### config.mk
export PLATFORM = sky130hd
export DESIGN_NAME = sorted_stream_reader
export DESIGN_NICKNAME = d
export VERILOG_FILES = /design/src/rtl/sorted_stream_reader_pkg.sv /design/src/rtl/stream_fifo2.sv /design/src/rtl/sorted_stream_reader.sv
export SDC_FILE = /design/constraint.sdc
export NUM_CORES = 1
export LEC_CHECK = 0
export CAP_MARGIN = 10
export CORE_MARGIN = 1
export CORE_UTILIZATION = 55
export CTS_CLUSTER_DIAMETER = 40
export DETAILED_ROUTE_END_ITERATION = 16
export GPL_TIMING_DRIVEN = 0
export PLACE_DENSITY = 0.85
export SYNTH_ARGS = -nofsm -noshare
export SYNTH_HDL_FRONTEND = slang
export SYNTH_SLANG_ARGS = --single-unit
### constraint.sdc
create_clock -name clk -period 4.9 [get_ports clk]
set_input_delay 0.735 -clock clk [delete_from_list [all_inputs] [get_ports clk]]
set_output_delay 0.735 -clock clk [all_outputs]
set_load 0.02 [all_outputs]
### src/rtl/sorted_stream_reader_pkg.sv
// Shared definitions for the day08 sort-memory read-out path.
// Holds the default geometry of the sort RAM and the read-out FSM state type.
package sorted_stream_reader_pkg;

  localparam int DEF_DATA_WIDTH     = 64;
  localparam int DEF_DATA_ADDR_BITS = 10;
  localparam int DEF_MAX_NUM_VALUES = 1 << DEF_DATA_ADDR_BITS;

  typedef enum logic [1:0] {
    ST_IDLE   = 2'd0,
    ST_RUN    = 2'd1,
    ST_DRAIN  = 2'd2,
    ST_FINISH = 2'd3
  } state_t;

endpackage

### src/rtl/stream_fifo2.sv
// stream_fifo2: 2-entry registered FIFO for valid/ready stream stages.
// The head entry always lives in head_data, so downstream outputs come straight
// from a flop. A push while full is dropped unless a pop happens in the same cycle.
// Ports:
//   clk, rst       clock, synchronous active-high reset
//   flush          synchronous flush (empties the FIFO)
//   push/push_data write an entry
//   pop            remove the head entry (ignored when empty)
//   count          number of stored entries (0..2)
//   head_valid     count != 0
//   head_data      oldest stored entry
module stream_fifo2 #(
  parameter int WIDTH = 8
) (
  input  logic             clk,
  input  logic             rst,
  input  logic             flush,
  input  logic             push,
  input  logic [WIDTH-1:0] push_data,
  input  logic             pop,
  output logic [1:0]       count,
  output logic             head_valid,
  output logic [WIDTH-1:0] head_data
);

  logic [WIDTH-1:0] slot1;
  logic             pop_ok;
  logic             push_ok;

  assign pop_ok     = pop && (count != 2'd0);
  assign push_ok    = push && ((count != 2'd2) || pop_ok);
  assign head_valid = (count != 2'd0);

  always_ff @(posedge clk) begin
    if (rst || flush) begin
      count     <= 2'd0;
      head_data <= '0;
      slot1     <= '0;
    end else begin
      case ({push_ok, pop_ok})
        2'b10: begin
          if (count == 2'd0) head_data <= push_data;
          else               slot1     <= push_data;
          count <= count + 2'd1;
        end
        2'b01: begin
          head_data <= slot1;
          count     <= count - 2'd1;
        end
        2'b11: begin
          // Simultaneous push/pop: the new entry lands behind whatever remains.
          if (count == 2'd2) begin
            head_data <= slot1;
            slot1     <= push_data;
          end else begin
            head_data <= push_data;
          end
        end
        default: ;
      endcase
    end
  end

endmodule

### src/rtl/sorted_stream_reader.sv
// sorted_stream_reader: read-out end of the day08 sort memory.
// After start, reads n = min(num_values, MAX_NUM_VALUES) entries from RAM port A
// (address 0 upward) and emits them as a valid/ready stream, tagging each beat with
// its RAM address and a last flag. It also flags (sticky) any entry that is smaller
// than the one streamed before it.
// Ports:
//   clk, rst                          clock, synchronous active-high reset
//   start, num_values                 job request (sampled in IDLE only)
//   data_r_addr, data_r_en            RAM read request
//   data_r_data                       RAM read data, one cycle after the request
//   out_valid, out_ready              stream handshake
//   out_data, out_index, out_last     stream payload
//   busy, done, order_error           status
module sorted_stream_reader
  import sorted_stream_reader_pkg::*;
#(
  parameter int MAX_NUM_VALUES = DEF_MAX_NUM_VALUES,
  parameter int DATA_ADDR_BITS = DEF_DATA_ADDR_BITS,
  parameter int DATA_WIDTH     = DEF_DATA_WIDTH
) (
  input  logic                      clk,
  input  logic                      rst,
  input  logic                      start,
  input  logic [DATA_ADDR_BITS:0]   num_values,
  output logic [DATA_ADDR_BITS-1:0] data_r_addr,
  output logic                      data_r_en,
  input  logic [DATA_WIDTH-1:0]     data_r_data,
  output logic                      out_valid,
  input  logic                      out_ready,
  output logic [DATA_WIDTH-1:0]     out_data,
  output logic [DATA_ADDR_BITS-1:0] out_index,
  output logic                      out_last,
  output logic                      busy,
  output logic                      done,
  output logic                      order_error
);

  // The count/address width has one extra bit so that n == 2**DATA_ADDR_BITS
  // compares correctly against the address counter.
  localparam int               CNT_W = DATA_ADDR_BITS + 1;
  localparam int               PAY_W = 1 + DATA_ADDR_BITS + DATA_WIDTH;
  localparam logic [CNT_W-1:0] MAX_N = CNT_W'(MAX_NUM_VALUES);
  localparam logic [CNT_W-1:0] ONE   = CNT_W'(1);

  function automatic logic [CNT_W-1:0] clamp_count(input logic [CNT_W-1:0] req);
    return (req > MAX_N) ? MAX_N : req;
  endfunction

  state_t                    state;
  logic [CNT_W-1:0]          n_q;
  logic [CNT_W-1:0]          addr_q;
  logic [DATA_ADDR_BITS-1:0] last_addr_q;
  logic [CNT_W-1:0]          n_req;
  logic                      start_ok;
  logic                      pop;
  logic                      rd_en;
  logic [2:0]                occupancy;

  logic                      vld_p1;
  logic [DATA_ADDR_BITS-1:0] idx_p1;
  logic                      last_p1;

  logic [1:0]                fifo_count;
  logic                      head_valid;
  logic [PAY_W-1:0]          head_pay;
  logic [DATA_WIDTH-1:0]     prev_p2;

  assign n_req    = clamp_count(num_values);
  assign start_ok = start && (state == ST_IDLE);
  assign pop      = head_valid && out_ready;

  // Buffered entries plus the read still in flight must fit in the 2-entry FIFO,
  // counting the slot freed by a handshake in this same cycle.
  assign occupancy = {1'b0, fifo_count} + {2'b00, vld_p1};
  assign rd_en     = (state == ST_RUN) && (occupancy < (3'd2 + {2'b00, pop}));

  assign data_r_en   = rd_en;
  assign data_r_addr = rd_en ? addr_q[DATA_ADDR_BITS-1:0] : last_addr_q;

  // ---- stage p0 -> p1: read issued, RAM data arrives next cycle ----
  always_ff @(posedge clk) begin
    if (rst) vld_p1 <= 1'b0;
    else     vld_p1 <= rd_en;
  end

  always_ff @(posedge clk) begin
    if (rd_en) begin
      idx_p1  <= addr_q[DATA_ADDR_BITS-1:0];
      last_p1 <= (addr_q == (n_q - ONE));
    end
  end

  // ---- stage p1 -> p2: RAM data captured into the output FIFO ----
  stream_fifo2 #(
    .WIDTH (PAY_W)
  ) u_fifo (
    .clk        (clk),
    .rst        (rst),
    .flush      (start_ok),
    .push       (vld_p1),
    .push_data  ({last_p1, idx_p1, data_r_data}),
    .pop        (pop),
    .count      (fifo_count),
    .head_valid (head_valid),
    .head_data  (head_pay)
  );

  assign out_valid                       = head_valid;
  assign {out_last, out_index, out_data} = head_pay;

  // ---- stage p2: handshake, order check against the previous accepted word ----
  always_ff @(posedge clk) begin
    if (pop) prev_p2 <= out_data;
  end

  always_ff @(posedge clk) begin
    if (rst) begin
      state       <= ST_IDLE;
      n_q         <= '0;
      addr_q      <= '0;
      last_addr_q <= '0;
      busy        <= 1'b0;
      done        <= 1'b0;
      order_error <= 1'b0;
    end else begin
      done <= 1'b0;
      case (state)
        ST_IDLE: begin
          if (start) begin
            n_q         <= n_req;
            addr_q      <= '0;
            order_error <= 1'b0;
            busy        <= 1'b1;
            state       <= (n_req == '0) ? ST_FINISH : ST_RUN;
          end
        end
        ST_RUN: begin
          if (rd_en) begin
            addr_q      <= addr_q + ONE;
            last_addr_q <= addr_q[DATA_ADDR_BITS-1:0];
            if (addr_q == (n_q - ONE)) state <= ST_DRAIN;
          end
        end
        ST_DRAIN: begin
          if (pop && out_last) begin
            state <= ST_FINISH;
            done  <= 1'b1;
          end
        end
        ST_FINISH: begin
          // Coming from DRAIN, done is already high here. An empty job enters
          // FINISH with done low and raises it one cycle later.
          if (done) begin
            state <= ST_IDLE;
            busy  <= 1'b0;
          end else begin
            done <= 1'b1;
          end
        end
        default: state <= ST_IDLE;
      endcase
      if (pop && (out_index != '0) && (out_data < prev_p2)) order_error <= 1'b1;
    end
  end

endmodule

==> run_results.csv, run 1 <==
group,metric,value,unit
synth,synth.net_count,1354,
clocking,cts_tree,"done",
grt,grt_use_total,25.7,%
setup_path,cp_common_cell,"clkdlybuf4s50_1",
min_path,hp-start,"addr_q[6]",
setup_path,reg2reg_from,"u_fifo.count[0]",
synth,async_flop_share,0,%
layout,antenna_cells,0,
min_path,hold_end,"idx_p1[6]",
setup_path,ff2ff_path_depth,7,
min_path,hold_depth,0,
setup_path,cpMaxStageDelayCell,"clkdlybuf4s50_1",
synth,syn_area_per_cell,9.84,um^2
layout,drive_above_1_share,6.33,%
place,dpl.hpwl,20700,um
place,finalWeightedCongestion,0.875,
timing,relSlewSlack,39.6,%
clocking,cts_resized,0,
setup_path,crit_path_start,"out_ready",
grt,grt_max_degree,41,
clocking,clock_latency,0.51,ns
clocking,htreeDepth,2,
die,rows,53,
setup_path,critical_path.top_delay_family,"buffers and inverters",
setup_path,cp_cell_sequence,"clkdlybuf4s50_1 > o21ai_1 > o21ai_0 > nand3b_1 > buf_2 > inv_1 > clkdlybuf4s50_1",
synth,ys.flop_type,"dfxtp_1",
place,dpl-instance-area,0.0139,mm^2
setup_path,worst_ep_arrival_time,3.42,ns
die,fp.dieH,149,um
pwr,p_total,6.98,mW
timing,skew,0.00965,ns
grt,grt_pass1_wl,45100,um
timing,period_share,84.7,%
setup_path,critPathKind,"in2out",
synth,synth_cell_types,64,
clocking,cts-buffers-inserted,36,
detailed_routing,drt_first_pass_iters,4,
detailed_routing,viasPerCell,5.50,
synth,synth_edf_count,75,
timing,finalHoldViolCount,0,
detailed_routing,drt-wirelength-per-cell,16.6,um
layout,area.growth.synth_to_final,27.4,%
timing,rsz0062_at_grt,"no",
timing,finalSetupViolations,0,
setup_path,r2r-end,"u_fifo.head_data[55]",
clocking,root_buffer,"clkbuf_16",
status,status,"completed",
layout,nets,1561,
detailed_routing,via_count,9419,
grt,gr-total-overflow,0,
setup_path,worst-path-max-fanout,12,
die,pin_count,169,
layout,fin_util,71.6,%
timing,clock.fmax,241,MHz
synth,synthCells,1204,
layout,final.fill_count,1547,
pwr,peakVddDrop,0.326,mV
detailed_routing,route.detailed.drc,0,
detailed_routing,routed_wl,28400,um
run,maxCapViolations,0,
die,die_w,149,um
die,die-area,0.0221,mm^2
synth,ys_seq_area_share,51.1,%
clocking,clk_pin_slew_worst_paths,0.05,ns
setup_path,worstPathBufferInverterCount,4,
min_path,hp-class,"reg2reg",
timing,worst_pin_slew,0.900,ns
grt,grt_pass1_vias,9285,
setup_path,endpoint_kind,"output port",
setup_path,r2r_slack,2.10,ns
pwr,leakage,6.30,nW
die,core,0.0211,mm^2
timing,fin_crit,4.15,ns
setup_path,critPathLaunchType,"input port",
timing,slew_viol_final,0,
timing,setup_slack,0.750,ns
clocking,postCtsHoldBufs,0,
place,pre_cts_slack,0.869,ns
detailed_routing,ant_nets,0,
synth,syn_area,0.0118,mm^2
clocking,postCtsSetupBuffers,0,
setup_path,slowest_delay,0.70,ns
detailed_routing,drt_iter0_drc,504,
place,io_buffers,168,
pwr,power_density,462,mW/mm^2
clocking,clock-sinks,265,
grt,antenna_found_initial,0,
clocking,cts_buffer_depth,3,
setup_path,cp.required,4.16,ns
synth,synth-seq-cells,265,
synth,synth_warnings,0,
layout,stdcell_area,0.0151,mm^2
die,start_util,56.2,%
power by group:
part | leakage (nW) | switching (mW) | internal (mW)
logic | 3.47 | 0.982 | 0.708
clock network | 0.600 | 1.00 | 1.56
registers | 2.24 | 0.214 | 2.51
per-layer routing:
metal  routed length, um  part of all wire (%)  vias to the layer above  track usage, %
li1                    -                     -                     4661               -
met1               12000                    42                     4433            31.2
met4                 963                   3.4                        0            10.6
met3                1360                   4.8                       74            3.76
met5                   0                     0                        -               0
met2               14100                    49                      251            45.5
registers in the layout (all words and copies together) (netlist names), 10 cells and up:
| name | cells |
|---|---|
| u_fifo.head_data | 75 |
| u_fifo.slot1 | 75 |
| prev_p2 | 64 |
| addr_q | 11 |
| n_q | 11 |
| idx_p1 | 10 |
| last_addr_q | 10 |
worst reg2reg max path, cell delays in order, from the launching register on:
cell	delay [ns]
dfxtp_1	0.35
inv_1	0.18
nand2_1	0.16
o21ai_1	0.60
clkbuf_1	0.62
clkbuf_1	0.46
nor2_1	0.09
a211oi_1	0.24
through the flow:
stage / setup TNS [ns] / cells / hold WS, ns
after global placement: -4.36 / 1647 / 0.409
after CTS: 0 / 1713 / 0.444
after detailed placement: 0 / 1648 / 0.423
final: 0 / 1713 / 0.439
after floorplan: 0 / 1204 / 0.406
after global routing: 0 / 1713 / 0.462
cell families after synthesis:
logic type	after synthesis	share of synthesized area, %
flops	265	51.1
mux	85	7.28
xor+xnor	22	1.63
buf+inv	140	4.89
compound gates	253	13.8
simple gates	368	13.7
fa+ha+maj	71	7.50
worst max path at each step:
stage / to / cells past startpoint
finish: data_r_en / 7
global route: data_r_en / 7
CTS: data_r_en / 7
detailed placement: data_r_en / 7
global placement: u_fifo.head_data[45] / 8
floorplan: u_fifo.head_data[24] / 7
layout by cell type, fill, tap and decap left out, types with 8 or more instances in the layout:
cell / count
inv_6: 9
clkdlybuf4s50_1: 168
edfxtp_1: 75
nand4_1: 14
dfxtp_1: 190
mux2_2: 9
xnor2_1: 8
nand2_1: 174
ha_1: 71
nor2_1: 105
clkbuf_1: 50
xor2_1: 14
nand3_1: 14
mux2i_1: 76
nand2b_1: 8
clkbuf_16: 39
a21o_1: 17
nor2b_1: 15
a21oi_1: 105
o21ai_0: 14
a211oi_1: 81
inv_1: 74
Yosys cell counts (all sizes together) (3+ instances only):
cell      n  share of area, %
and3      3              0.16
buf      17              0.90
a21oi   105               4.4
nor4      8              0.53
nor3      5              0.21
o31a      3              0.22
mux2i    76               6.4
nand2b    8              0.42
nand3    14              0.59
clkbuf   48               1.6
and2      5              0.26
ha       71               7.5
xnor2     8              0.59
xor2     14               1.0
dfxtp   190                32
a21o     17               1.1
nand4    14              0.74
a211oi   81               5.1
a22o      6              0.44
inv      75               2.4
edfxtp   75                19
o21ai    18              0.76
nor2    105               3.3
and4      4              0.30
mux2      9              0.86
nand2   174               5.5
nor2b    15              0.79
area by class of cell:
cell class	count	area (um^2)	area share [%]
tap	275	344	2.28
inverter	75	282	1.87
sequential	265	6060	40.1
timing repair buffer	169	1700	11.3
clock buffer	45	1020	6.75
multi-input combinational	799	5210	34.5
buffer	65	298	1.97
clock inverter	20	185	1.23
(Power assumes the default switching activity.)
==> inputs of run 2 (changes only) <==
Clock period 4.9 ns to 4 ns, I/O delays scaled along.
==> run 2 against run 1 <==
Compared with the run above:
- via count is essentially flat
- cell area is essentially flat
- flip-flop and latch count is the same
- die area is the same
- worst hold slack is essentially flat
- first-iteration DRC count shrank 1.6%
- cell count is the same
- largest power group unchanged
==> run_results.csv, run 2 (synthesis results as in run 1) <==
group,metric,value,unit
clocking,htreeDepth,2,
place,dpl-instance-area,0.0139,mm^2
place,io_buffers,168,
detailed_routing,via_count,9412,
setup_path,cp_common_cell,"clkdlybuf4s50_1",
detailed_routing,drt-wirelength-per-cell,16.6,um
setup_path,critPathLaunchType,"input port",
grt,antenna_found_initial,0,
setup_path,cp_cell_sequence,"clkdlybuf4s50_1 > o21ai_1 > o21ai_0 > nand3b_1 > buf_2 > clkinvlp_4 > clkdlybuf4s50_1",
setup_path,r2r_slack,1.19,ns
die,die_w,149,um
clocking,cts_tree,"done",
detailed_routing,wl_met1,12000,um
layout,antenna_cells,0,
pwr,leakage,6.30,nW
detailed_routing,routed_wl,28400,um
timing,finalSetupViolations,0,
timing,clock.fmax,268,MHz
setup_path,cpMaxStageDelayCell,"clkdlybuf4s50_1",
clocking,cts_buffer_depth,3,
setup_path,reg2reg_from,"u_fifo.count[0]",
pwr,peakVddDrop,0.398,mV
pwr,p_clk_share,36.7,%
die,pin_count,169,
place,dpl.hpwl,20700,um
grt,grt_pass1_vias,9285,
layout,top_regs,"u_fifo.head_data x75, u_fifo.slot1 x75, prev_p2 x64",
grt,grt_use_total,25.7,%
layout,stdcell_area,0.0151,mm^2
clocking,clk_pin_slew_worst_paths,0.05,ns
detailed_routing,drt_first_pass_iters,4,
pwr,switching_power,2.69,mW
clocking,clock-sinks,265,
die,fp.dieH,149,um
layout,layout_common_cells,"dfxtp_1 (190), nand2_1 (174), clkdlybuf4s50_1 (168)",
detailed_routing,wl_met2,14100,um
detailed_routing,dr_wl_met3,1350,um
place,pre_cts_slack,0.239,ns
setup_path,endpoint_kind,"output port",
layout,area.growth.synth_to_final,27.5,%
min_path,hp-class,"reg2reg",
detailed_routing,drt_iter0_drc,496,
timing,skew,0.00975,ns
setup_path,ff2ff_path_depth,7,
pwr,p_sw_share,31.5,%
setup_path,slowest_delay,0.63,ns
clocking,cts-buffers-inserted,36,
run,maxCapViolations,0,
timing,finalHoldViolCount,0,
setup_path,r2r-end,"u_fifo.head_data[55]",
clocking,clock_latency,0.51,ns
clocking,root_buffer,"clkbuf_16",
die,rows,53,
timing,setup_slack,0.268,ns
status,status,"completed",
setup_path,crit_end,"data_r_en",
detailed_routing,route.detailed.drc,0,
setup_path,worst_ep_arrival_time,3.13,ns
grt,grt_pass1_wl,45100,um
pwr,power_density,566,mW/mm^2
layout,nets,1561,
timing,worst_pin_slew,0.917,ns
detailed_routing,ant_nets,0,
place,finalWeightedCongestion,0.875,
layout,final_common_cell,"dfxtp_1",
setup_path,crit_path_start,"out_ready",
timing,period_share,93.3,%
die,core,0.0211,mm^2
timing,finalHoldWorstSlack,0.438,ns
setup_path,worst-path-max-fanout,12,
pwr,p_int,5.86,mW
grt,grt_max_degree,41,
timing,fin_crit,3.73,ns
timing,slew_viol_final,0,
timing,finalSetupTns,0,ns
timing,relSlewSlack,38.5,%
pwr,p_seq_share,39.0,%
clocking,postCtsSetupBuffers,0,
layout,drive_above_1_share,6.40,%
setup_path,cp.required,3.40,ns
die,start_util,56.2,%
pwr,combPwrFrac,24.2,%
timing,rsz0062_at_grt,"no",
setup_path,critPathKind,"in2out",
die,die-area,0.0221,mm^2
detailed_routing,viasPerCell,5.49,
detailed_routing,routed.top_layer,"met4",
grt,gr-total-overflow,0,
run 2: critical path, delay by kind of cell:
kind                   cells  cell delay [ns]
AO/OA/AOI/OAI              2             0.48
AND/OR/NAND/NOR            1             0.25
buffers and inverters      4             1.80
run 2: worst min path at each step:
stage,start,end,slack [ns],cells past startpoint
3_5_place_dp,addr_q[6],idx_p1[6],0.42,0
2_1_floorplan,addr_q[6],idx_p1[6],0.41,0
4_1_cts,addr_q[6],idx_p1[6],0.44,0
5_1_grt,addr_q[6],idx_p1[6],0.46,0
3_3_place_gp,addr_q[6],idx_p1[6],0.41,0
6_report,addr_q[6],idx_p1[6],0.44,0
run 2: layout make-up:
class                      count  area [um^2]
clock inverter                20          185
clock buffer                  45         1020
buffer                        65          298
tap                          275          344
timing repair buffer         169         1700
inverter                      75          285
multi-input combinational    799         5210
sequential                   265         6060
fill                        1546         5990
run 2: power groups by stage:
| stage | combinational, mW | sequential (mW) | clock, mW |
|---|---|---|---|
| after floorplan | 1.11 | 3.50 | 0 |
| after global placement | 1.98 | 3.38 | 0 |
| after detailed placement | 2.05 | 3.39 | 0 |
| after CTS | 2.07 | 3.34 | 3.17 |
| after global routing | 2.27 | 3.37 | 3.28 |
| final | 2.07 | 3.34 | 3.14 |
run 2: repair_timing:
item | 4_1_cts | 5_1_grt
hold endpoints to repair | 0 | 0
hold buffers | 0 | 0
setup endpoints to repair | 0 | 1
gates resized for setup | 0 | 1
run 2: metrics by stage:
| stage | total power, mW | utilization, % | instances |
|---|---|---|---|
| 6_report | 8.55 | 71.6 | 1713 |
| 5_1_grt | 8.92 | 71.6 | 1713 |
| 4_1_cts | 8.58 | 71.6 | 1713 |
| 3_5_place_dp | 5.44 | 65.9 | 1648 |
| 3_3_place_gp | 5.35 | 65.8 | 1647 |
| 2_1_floorplan | 4.60 | - | 1204 |
run 2: layer usage:
layer,GRT usage [%],vias up
met2,45.5,244
met3,3.76,74
met1,31.2,4433
met4,10.6,0
li1,-,4661
met5,0,-
==> inputs of run 3 (changes only) <==
Settings changed: SLEW_MARGIN set to 20.
==> run 3 against run 2 <==
Compared with the run above:
- cell count decreased by 0.41%
- worst setup slack got worse by 0.020 ns
- fmax decreased by 0.52%
- first-iteration DRC count is 8.3% lower
- clock-buffer cell count decreased by 9
- combinational power barely moved
==> run_results.csv, run 3 (synthesis results as in run 1) <==
group,metric,value,unit
die,die-area,0.0221,mm^2
grt,grt_pass1_wl,44400,um
timing,fin_crit,3.75,ns
detailed_routing,viasPerCell,5.50,
setup_path,r2r_slack,1.21,ns
layout,antenna_cells,0,
timing,finalHoldWorstSlack,0.438,ns
place,dpl.hpwl,20700,um
place,finalWeightedCongestion,0.875,
die,rows,53,
timing,rsz0062_at_grt,"no",
pwr,power_density,547,mW/mm^2
timing,period_share,93.8,%
clocking,clk_pin_slew_worst_paths,0.05,ns
layout,final_common_cell,"dfxtp_1",
clocking,postCtsSetupBuffers,0,
layout,drive_above_1_share,5.87,%
pwr,p_total,8.16,mW
setup_path,cp.required,3.40,ns
setup_path,ff2ff_path_depth,7,
layout,area.growth.synth_to_final,25.9,%
clocking,clock-sinks,265,
place,pre_cts_slack,0.198,ns
die,pin_count,169,
setup_path,critPathLaunchType,"input port",
die,die_w,149,um
layout,fin_util,70.7,%
timing,clock.fmax,267,MHz
clocking,cts_resized,0,
grt,antenna_found_initial,0,
place,io_buffers,168,
status,status,"completed",
layout,final.fill_count,1557,
timing,finalHoldViolCount,0,
layout,seq_area,0.00606,mm^2
setup_path,r2r-end,"u_fifo.head_data[62]",
min_path,hp-class,"reg2reg",
place,dpl-instance-area,0.0139,mm^2
clocking,root_buffer,"clkbuf_16",
detailed_routing,routed_wl,27900,um
timing,finalSetupViolations,0,
clocking,clock_latency,0.55,ns
setup_path,critPathKind,"in2out",
detailed_routing,via_count,9380,
clocking,cts_buffer_depth,3,
timing,slew_viol_final,0,
setup_path,worst_ep_arrival_time,3.15,ns
layout,multi_input_area,0.00521,mm^2
layout,nets,1556,
timing,finalSetupTns,0,ns
grt,gr-total-overflow,0,
min_path,hold_end,"idx_p1[6]",
grt,grt_pass1_vias,9096,
timing,skew,0.0126,ns
detailed_routing,drt-wirelength-per-cell,16.3,um
layout,top_regs,"u_fifo.head_data x75, u_fifo.slot1 x75, prev_p2 x64",
run,maxCapViolations,0,
detailed_routing,drt_first_pass_iters,5,
timing,relSlewSlack,38.5,%
die,core,0.0211,mm^2
timing,worst_pin_slew,0.917,ns
timing,setup_slack,0.249,ns
setup_path,reg2reg_from,"u_fifo.count[0]",
clocking,htreeDepth,1,
min_path,hold_depth,0,
grt,grt_use_total,25.0,%
clocking,cts-buffers-inserted,31,
detailed_routing,drt_iter0_drc,455,
setup_path,worst-path-max-fanout,12,
grt,grt_max_degree,41,
place,dp.cells,1648,
min_path,hp-start,"addr_q[6]",
pwr,peakVddDrop,0.402,mV
die,fp.dieH,149,um
layout,stdcell_area,0.0149,mm^2
pwr,leakage,6.20,nW
setup_path,endpoint_kind,"output port",
clocking,postCtsHoldBufs,0,
detailed_routing,route.detailed.drc,0,
die,start_util,56.2,%
detailed_routing,ant_nets,0,
layout,layout_common_cells,"dfxtp_1 (190), nand2_1 (174), clkdlybuf4s50_1 (168)",
clocking,cts_tree,"done",
layout,layout.cells.non_filler,1706,
[run 3: cell types whose count changed in the layout (fill, tap and decap cells not counted), sizes merged]
cell	before	now
clkinv	8	6
clkinvlp	1	3
clkbuf	93	84
inv	85	86
bufinv	1	2
[run 3: final cells by class]
cell class                      instances  share of cell area [%]
Multi-Input combinational cell        799                    34.9
Clock buffer                           36                    5.40
Sequential cell                       265                    40.6
Tap cell                              275                    2.31
Clock inverter                         22                    1.43
Buffer                                 65                    2.00
Timing Repair Buffer                  169                    11.4
Inverter                               75                    1.93
[run 3: power by group]
part	leakage, nW	switching (mW)	total, mW	internal [mW]
Sequential	2.24	0.259	3.33	3.07
Combinational	3.46	1.20	2.07	0.868
Clock	0.500	1.15	2.76	1.60
[run 3: routing by layer]
| layer | track usage, % | share of wire (%) | wire length (um) | vias up |
|---|---|---|---|---|
| li1 | - | - | - | 4647 |
| met1 | 31.1 | 42 | 11600 | 4364 |
| met2 | 43.8 | 49 | 13700 | 288 |
| met3 | 3.24 | 5.7 | 1580 | 81 |
| met4 | 10.4 | 3.7 | 1040 | 0 |
| met5 | 0 | 0 | 0 | - |
[run 3: worst max-delay path: stages]
cell	delay [ns]
clkdlybuf4s50_1	0.53
o21ai_1	0.35
o21ai_0	0.17
nand3b_1	0.23
buf_2	0.30
clkinvlp_4	0.33
clkdlybuf4s50_1	0.64
[run 3: how the worst max path moves through the flow]
stage | startpoint | to | slack, ns | cells after the start
4_1_cts | out_ready | data_r_en | 0.18 | 7
3_5_place_dp | out_ready | data_r_en | 0.20 | 7
2_1_floorplan | out_ready | u_fifo.head_data[24] | 0.90 | 7
3_3_place_gp | out_ready | u_fifo.head_data[45] | -0.88 | 8
5_1_grt | out_ready | data_r_en | 0.12 | 7
6_report | out_ready | data_r_en | 0.25 | 7
==> patch 1: new RTL, settings of run 2 <==
`DEF_DATA_WIDTH`: 64 -> 128.
--- a/src/rtl/sorted_stream_reader_pkg.sv
+++ b/src/rtl/sorted_stream_reader_pkg.sv
@@ -2,7 +2,7 @@
 // Holds the default geometry of the sort RAM and the read-out FSM state type.
 package sorted_stream_reader_pkg;
 
-  localparam int DEF_DATA_WIDTH     = 64;
+  localparam int DEF_DATA_WIDTH     = 128;
   localparam int DEF_DATA_ADDR_BITS = 10;
   localparam int DEF_MAX_NUM_VALUES = 1 << DEF_DATA_ADDR_BITS;
 
Interface: changed (resized data_r_data and out_data); port bits go from 169 to 297. The function was not compared with the original's and may differ.
==> patch 1 against run 2 <==
Sequential cell count is 192 higher; area after synthesis is 71% higher; cell area is 72% higher; routed wire length up 95%; first-iteration DRC count is 110% higher; total power rose by 67%; setup slack got worse by 0.10 ns; die area is 70% higher; hold slack improved by 0.0043 ns; largest cell class unchanged; largest power group unchanged.
==> patch 1: results (changes against run 2) <==
[run_status]
status=complete, no violations  ; unchanged

[placement]
placed_area_um2=23900  ; was 13,900 µm²
pre_cts_slack_ns=-0.933  ; was 0.239 ns
place_hpwl_um=39600  ; was 20,700 µm
portBuffers=296  ; was 168
globalplace.congestion=0.895  ; was 0.875

[route]
dr_total_vias=16700  ; was 9,412
wl_um=55400  ; was 28,400 µm
drt_iter0_drc=1025  ; was 496
drtPass1Iterations=5  ; was 4

[yosys]
synth_edf_count=139  ; was 75
synth.net_count=2332  ; was 1,354
synth_xor_area_share_pct=0.994  ; was 1.63%
yosys-top-cells-count=318 x dfxtp_1, 315 x nand2_1, 188 x a21oi_1  ; was 190 x dfxtp_1, 174 x nand2_1, 105 x a21oi_1, 105 x nor2_1, 81 x a211oi_1
ys_top_cells_by_area=dfxtp_1 31%, edfxtp_1 21%, ha_1 8.3%, mux2i_1 6.9%, nand2_1 5.8%  ; was dfxtp_1 32%, edfxtp_1 19%, ha_1 7.5%, mux2i_1 6.4%, nand2_1 5.5%
synth_compound_area_share_pct=13.7  ; was 13.8%
synth_cell_types=62  ; was 64
synthAdderAreaFrac_pct=8.34  ; was 7.50%
seq_area_frac_synth_pct=52.0  ; was 51.1%
ys_warn_count=0  ; unchanged
muxShareOfSynthArea_pct=7.47  ; was 7.28%

[layout]
largest_registers=u_fifo.head_data: 139 flops, u_fifo.slot1: 139 flops, prev_p2: 128 flops  ; was u_fifo.head_data: 75 flops, u_fifo.slot1: 75 flops, prev_p2: 64 flops
drive_gt1_share_pct=6.00  ; was 6.40%
fillers=2483  ; was 1,546
finalNetCount=2692  ; was 1,561

[worst_setup_path]
worst-r2r-cell-count=8  ; was 7
rr_startpoint=u_fifo.count[1]  ; was u_fifo.count[0]
reg2reg_to=u_fifo.head_data[97]  ; was u_fifo.head_data[55]
worst_ep_arrival_time_ns=3.24  ; was 3.13 ns
r2r_slack_ns=0.28  ; was 1.19 ns
critPathMaxFanout=12  ; unchanged
slowest_delay_ns=0.66  ; was 0.63 ns

[grt]
antenna_found_initial=10  ; was 0
grt_pass1_wl_um=86600  ; was 45,100 µm
grt_max_degree=44  ; was 41
grt_pass1_vias=16400  ; was 9,285
grt_use_total_pct=29.1  ; was 25.7%

[clock_tree]
insertion_delay_ns=0.60  ; was 0.51 ns
cts_inserted_buffers=59  ; was 36
cts_root_buf=clkbuf_16  ; unchanged

[sta]
fmax_mhz=261  ; was 268 MHz
max_slew_margin_pct=16.0  ; was 38.5%
fin_worst_skew_ns=0.0192  ; was 0.00975 ns

[min_path]
hold_end=idx_p1[2]  ; was idx_p1[6]
hold_start=addr_q[2]  ; was addr_q[6]

[power]
leakagePower_uw=0.0108  ; was 0.00630 µW
vdd_ir_drop_max_v=0.000376  ; was 0.000398 V
switching_share_pct=31.5  ; about the same

## patch 1: changes by cell type in the layout (fill, tap and decap cells not counted), moves of 13 or more
cell                    run 2  this run
clkdlybuf4s50_1           168       296
a211oi_1                   81       146
nand4_1                    14        33
mux2i_1                    76       140
o21ai_0                    14        27
clkbuf_1                   50        98
clkbuf_16                  39        64
edfxtp_1                   75       139
nor2_1                    105       172
ha_1                       71       135
a21oi_1                   105       188
dfxtp_1                   190       318
inv_1                      73       142
nand2_1                   174       315
## patch 1: power groups by stage
stage               sequential, µW  combinational (µW)  clock, µW
floorplan                     5900                1690          0
global placement              5700                3150          0
detailed placement            5710                3290          0
CTS                           5620                3340       5360
global route                  5680                3640       5550
finish                        5620                3350       5310
## patch 1: final cells by class
type,count,share of cell area [%]
Antenna cell,7,0.0676
Sequential cell,457,40.7
Buffer,114,1.82
Multi-Input combinational cell,1339,33.6
Clock buffer,75,6.42
Timing Repair Buffer,299,11.7
Clock inverter,37,1.39
Tap cell,461,2.23
Inverter,144,2.11
## patch 1: how the worst max path moves through the flow
stage	start	endpoint	cells past startpoint
floorplan	out_ready	u_fifo.head_data[118]	7
global placement	out_ready	u_fifo.head_data[97]	8
detailed placement	out_ready	u_fifo.head_data[97]	9
CTS	out_ready	data_r_en	7
global route	out_ready	data_r_en	7
finish	out_ready	data_r_en	7
## patch 1: logic make-up (layout without fill, tap and decap cells)
family	count (synthesis)	after routing
muxes	150	150
DFF	457	457
AOI/OAI and AO/OA	436	436
and+or+nand+nor	595	595
buffers and inverters	258	669
other	0	7
adders and majority gates	135	135
xor gates and xnor gates	23	23
## patch 1: worst max-delay path: cells and delay by family
kind | cells | cell delay, ns
buffers and inverters | 4 | 1.80
and+or+nand+nor | 1 | 0.25
AOI/OAI and AO/OA | 2 | 0.58
## patch 1: what timing repair did
| action | in CTS | in global routing |
|---|---|---|
| hold endpoints to repair | 0 | 0 |
| endpoints found under the setup margin | 109 | 9 |
| hold buffers | 0 | 0 |
| resized for setup | 4 | 1 |
| gates cloned | 0 | 0 |
| setup buffers | 0 | 0 |
## patch 1: metrics by stage
step / std cells / hold slack, ns / utilization, % / total power (µW)
after detailed placement: 2814 / 0.427 / 66.5 / 9000
final: 2933 / 0.443 / 72.2 / 14300
after global routing: 2931 / 0.460 / 72.2 / 14900
after CTS: 2926 / 0.453 / 72.1 / 14300
after global placement: 2811 / 0.427 / 66.3 / 8850
after floorplan: 2054 / 0.406 / - / 7590
## patch 1: per-layer routing
layer  share of wire [%]  up-vias  GRT usage, %  wire length, µm
met4                 4.6        2          15.4             2560
met1                  40     7911          35.6            22000
met2                  48      634          48.5            26600
met3                 7.6      169          5.71             4210
li1                    -     7968             -                -
met5               0.023        -             0               13
==> patch 2: new RTL, config.mk and constraints of run 2 <==
Made on the original files. Make the reset (`rst`) asynchronous in 2 clocked blocks. Comments in the files are not updated.
--- a/src/rtl/sorted_stream_reader.sv
+++ b/src/rtl/sorted_stream_reader.sv
@@ -78,7 +78,7 @@
   assign data_r_addr = rd_en ? addr_q[DATA_ADDR_BITS-1:0] : last_addr_q;
 
   // ---- stage p0 -> p1: read issued, RAM data arrives next cycle ----
-  always_ff @(posedge clk) begin
+  always_ff @(posedge clk or posedge rst) begin
     if (rst) vld_p1 <= 1'b0;
     else     vld_p1 <= rd_en;
   end
@@ -113,7 +113,7 @@
     if (pop) prev_p2 <= out_data;
   end
 
-  always_ff @(posedge clk) begin
+  always_ff @(posedge clk or posedge rst) begin
     if (rst) begin
       state       <= ST_IDLE;
       n_q         <= '0;
Behaviour: differs if rst is asserted again (counterexample within 4 cycles, from zero or initial values and one cycle with rst high); with rst held inactive, the same outputs for 4 cycles.
==> patch 2 against run 2 <==
Sequential cell count did not move; setup slack got worse by 0.11 ns; count of clock-buffer cells in the layout fell by 5; utilization barely moved; area after synthesis rose by 2.4%; cell area rose by 1.0%; die area rose by 2.4%; routed wire length rose by 6.2%.
Power is not compared: it rests on default switching activity, and its combinational part moved more than twofold at a synthesized area within 25%.
==> patch 2: results (changes against run 2) <==
[run_status]
status=complete, no violations  ; unchanged

[placement]
portBuffers=168  ; unchanged
globalplace.congestion=0.903  ; was 0.875
numPlacedInstances=1678  ; was 1,648
place_hpwl_um=21800  ; was 20,700 µm

[layout]
largest_registers=u_fifo.head_data: 75 flops, u_fifo.slot1: 75 flops, prev_p2: 64 flops  ; unchanged
fillers=1452  ; was 1,546
finalNetCount=1587  ; was 1,561
drive_gt1_share_pct=6.57  ; was 6.40%

[sta]
max_slew_margin_pct=38.2  ; was 38.5%
fin_worst_skew_ns=0.0112  ; was 0.00975 ns

[grt]
grt_max_degree=40  ; was 41
grt_pass1_vias=9415  ; was 9,285
antenna_found_initial=4  ; was 0
grt_use_total_pct=26.6  ; was 25.7%
grtUsageMet1_pct=32.6  ; was 31.2%
grt_pass1_wl_um=47400  ; was 45,100 µm
met2_usage_pct=47.1  ; was 45.5%
met3_usage_pct=4.39  ; was 3.76%

[power]
leakagePower_uw=0.00640
vdd_ir_drop_max_v=0.000416

[clock_tree]
clk_path_buf_depth=3  ; unchanged
insertion_delay_ns=0.55  ; was 0.51 ns
cts_root_buf=clkbuf_16  ; unchanged
cts_inserted_buffers=31  ; was 36
clkTransAtPathRegs_ns=0.06
htree_levels=1  ; was 2

[yosys]
synth_edf_count=75  ; unchanged
yosys-top-cells-count=200 x nand2_1, 152 x dfxtp_1, 110 x a21oi_1  ; was 190 x dfxtp_1, 174 x nand2_1, 105 x a21oi_1, 105 x nor2_1, 81 x a211oi_1
syn_avg_cell_area_um2=9.83  ; was 9.84 µm²
synth_async_sr_flop_share_pct=14.3  ; was 0%
synth.net_count=1384  ; was 1,354
synth_cell_types=55  ; was 64
ys_top_cells_by_area=dfxtp_1 25%, edfxtp_1 19%, dfrtp_1 7.8%, ha_1 7.3%, mux2i_1 6.4%  ; was dfxtp_1 32%, edfxtp_1 19%, ha_1 7.5%, mux2i_1 6.4%, nand2_1 5.5%
seq_area_frac_synth_pct=51.5  ; was 51.1%

[route]
dr_total_vias=9896  ; was 9,412
drt_iter0_drc=533  ; was 496
drtPass1Iterations=5  ; was 4
wl_um=30200  ; was 28,400 µm
wire_per_inst_um=17.4  ; was 16.6 µm

[worst_setup_path]
critPathMaxFanout=10  ; was 12
worst_ep_arrival_time_ns=3.24  ; was 3.13 ns

[patch 2: cell count changes in the layout (fill, tap and decap cells not counted), sizes merged, moves of 6 or more]
cell / before / now
dfrtp: 0 / 38
dfxtp: 190 / 152
nand2: 174 / 200
o21ai: 18 / 33
a21o: 17 / 6
mux2: 9 / 20
xnor2: 8 / 17
xor2: 14 / 5
nor2: 105 / 97
nand3: 14 / 7
nor2b: 15 / 9
[patch 2: worst paths after layout]
check,depth (start not counted),startpoint,endpoint,slack (ns)
min in group asynchronous,2,rst,done,0.62
max reg2reg,8,state[0],u_fifo.head_data[66],1.06
max in group asynchronous,2,rst,n_q[9],2.83
max,8,vld_p1,data_r_addr[4],0.16
min reg2reg,0,addr_q[3],idx_p1[3],0.45
min,0,addr_q[3],idx_p1[3],0.45
[patch 2: cell type report]
class / count / area [µm²] / area share, %
diodes: 1 / 2.50 / 0.0164
clock inverters: 17 / 199 / 1.30
well taps: 275 / 344 / 2.26
repair buffers: 170 / 1710 / 11.2
flip-flops and latches: 265 / 6250 / 41.0
clock buffers: 40 / 860 / 5.64
inverters: 76 / 289 / 1.90
multi-input cells: 824 / 5320 / 34.9
plain buffers: 69 / 274 / 1.80
[patch 2: metrics by stage]
step / area, µm² / TNS, ns / worst slack [ns] / utilization (%)
4_1_cts: 15200 / 0 / 0.174 / 71.6
3_5_place_dp: 14200 / -0.00269 / -0.00269 / 66.6
5_1_grt: 15200 / 0 / 0.0395 / 71.6
3_3_place_gp: 14200 / -38.77 / -0.701 / 66.5
6_report: 15200 / 0 / 0.160 / 71.6
2_1_floorplan: 12100 / 0 / 0.603 / -
[patch 2: where the power goes]
part | internal [µW] | total, µW | switching (µW)
logic | 2250 | 5380 | 3140
registers | 3710 | 4420 | 712
clock network | 1680 | 2830 | 1150
[patch 2: timing repair]
item                                    CTS  global route
hold buffers                              0             0
buffers inserted                          1             0
resized for setup                         2             0
endpoints found under the setup margin    3             0
[patch 2: critical path, cell delays in order, from the launching register on]
cell and delay, ns:
dfrtp_1 0.46, ha_1 0.22, ha_1 0.28, o21ai_0 0.13, and2_1 0.23, nand2_1 0.13
clkbuf_2 0.32, mux2_2 0.38, clkdlybuf4s50_1 0.55
[patch 2: logic make-up after synthesis]
logic type,share of synthesized area [%]
AND/OR/NAND/NOR,13.7
flip-flops,51.5
AO/OA/AOI/OAI,13.1
buffers and inverters,4.60
multiplexers,8.21
adder cells (fa/ha/maj),7.32
XOR/XNOR,1.59
[patch 2: metal layers]
metal | vias up | wire length [µm]
li1 | 4756 | -
met1 | 4758 | 12300
met2 | 315 | 15100
met3 | 63 | 2020
met4 | 4 | 800
met5 | - | 27
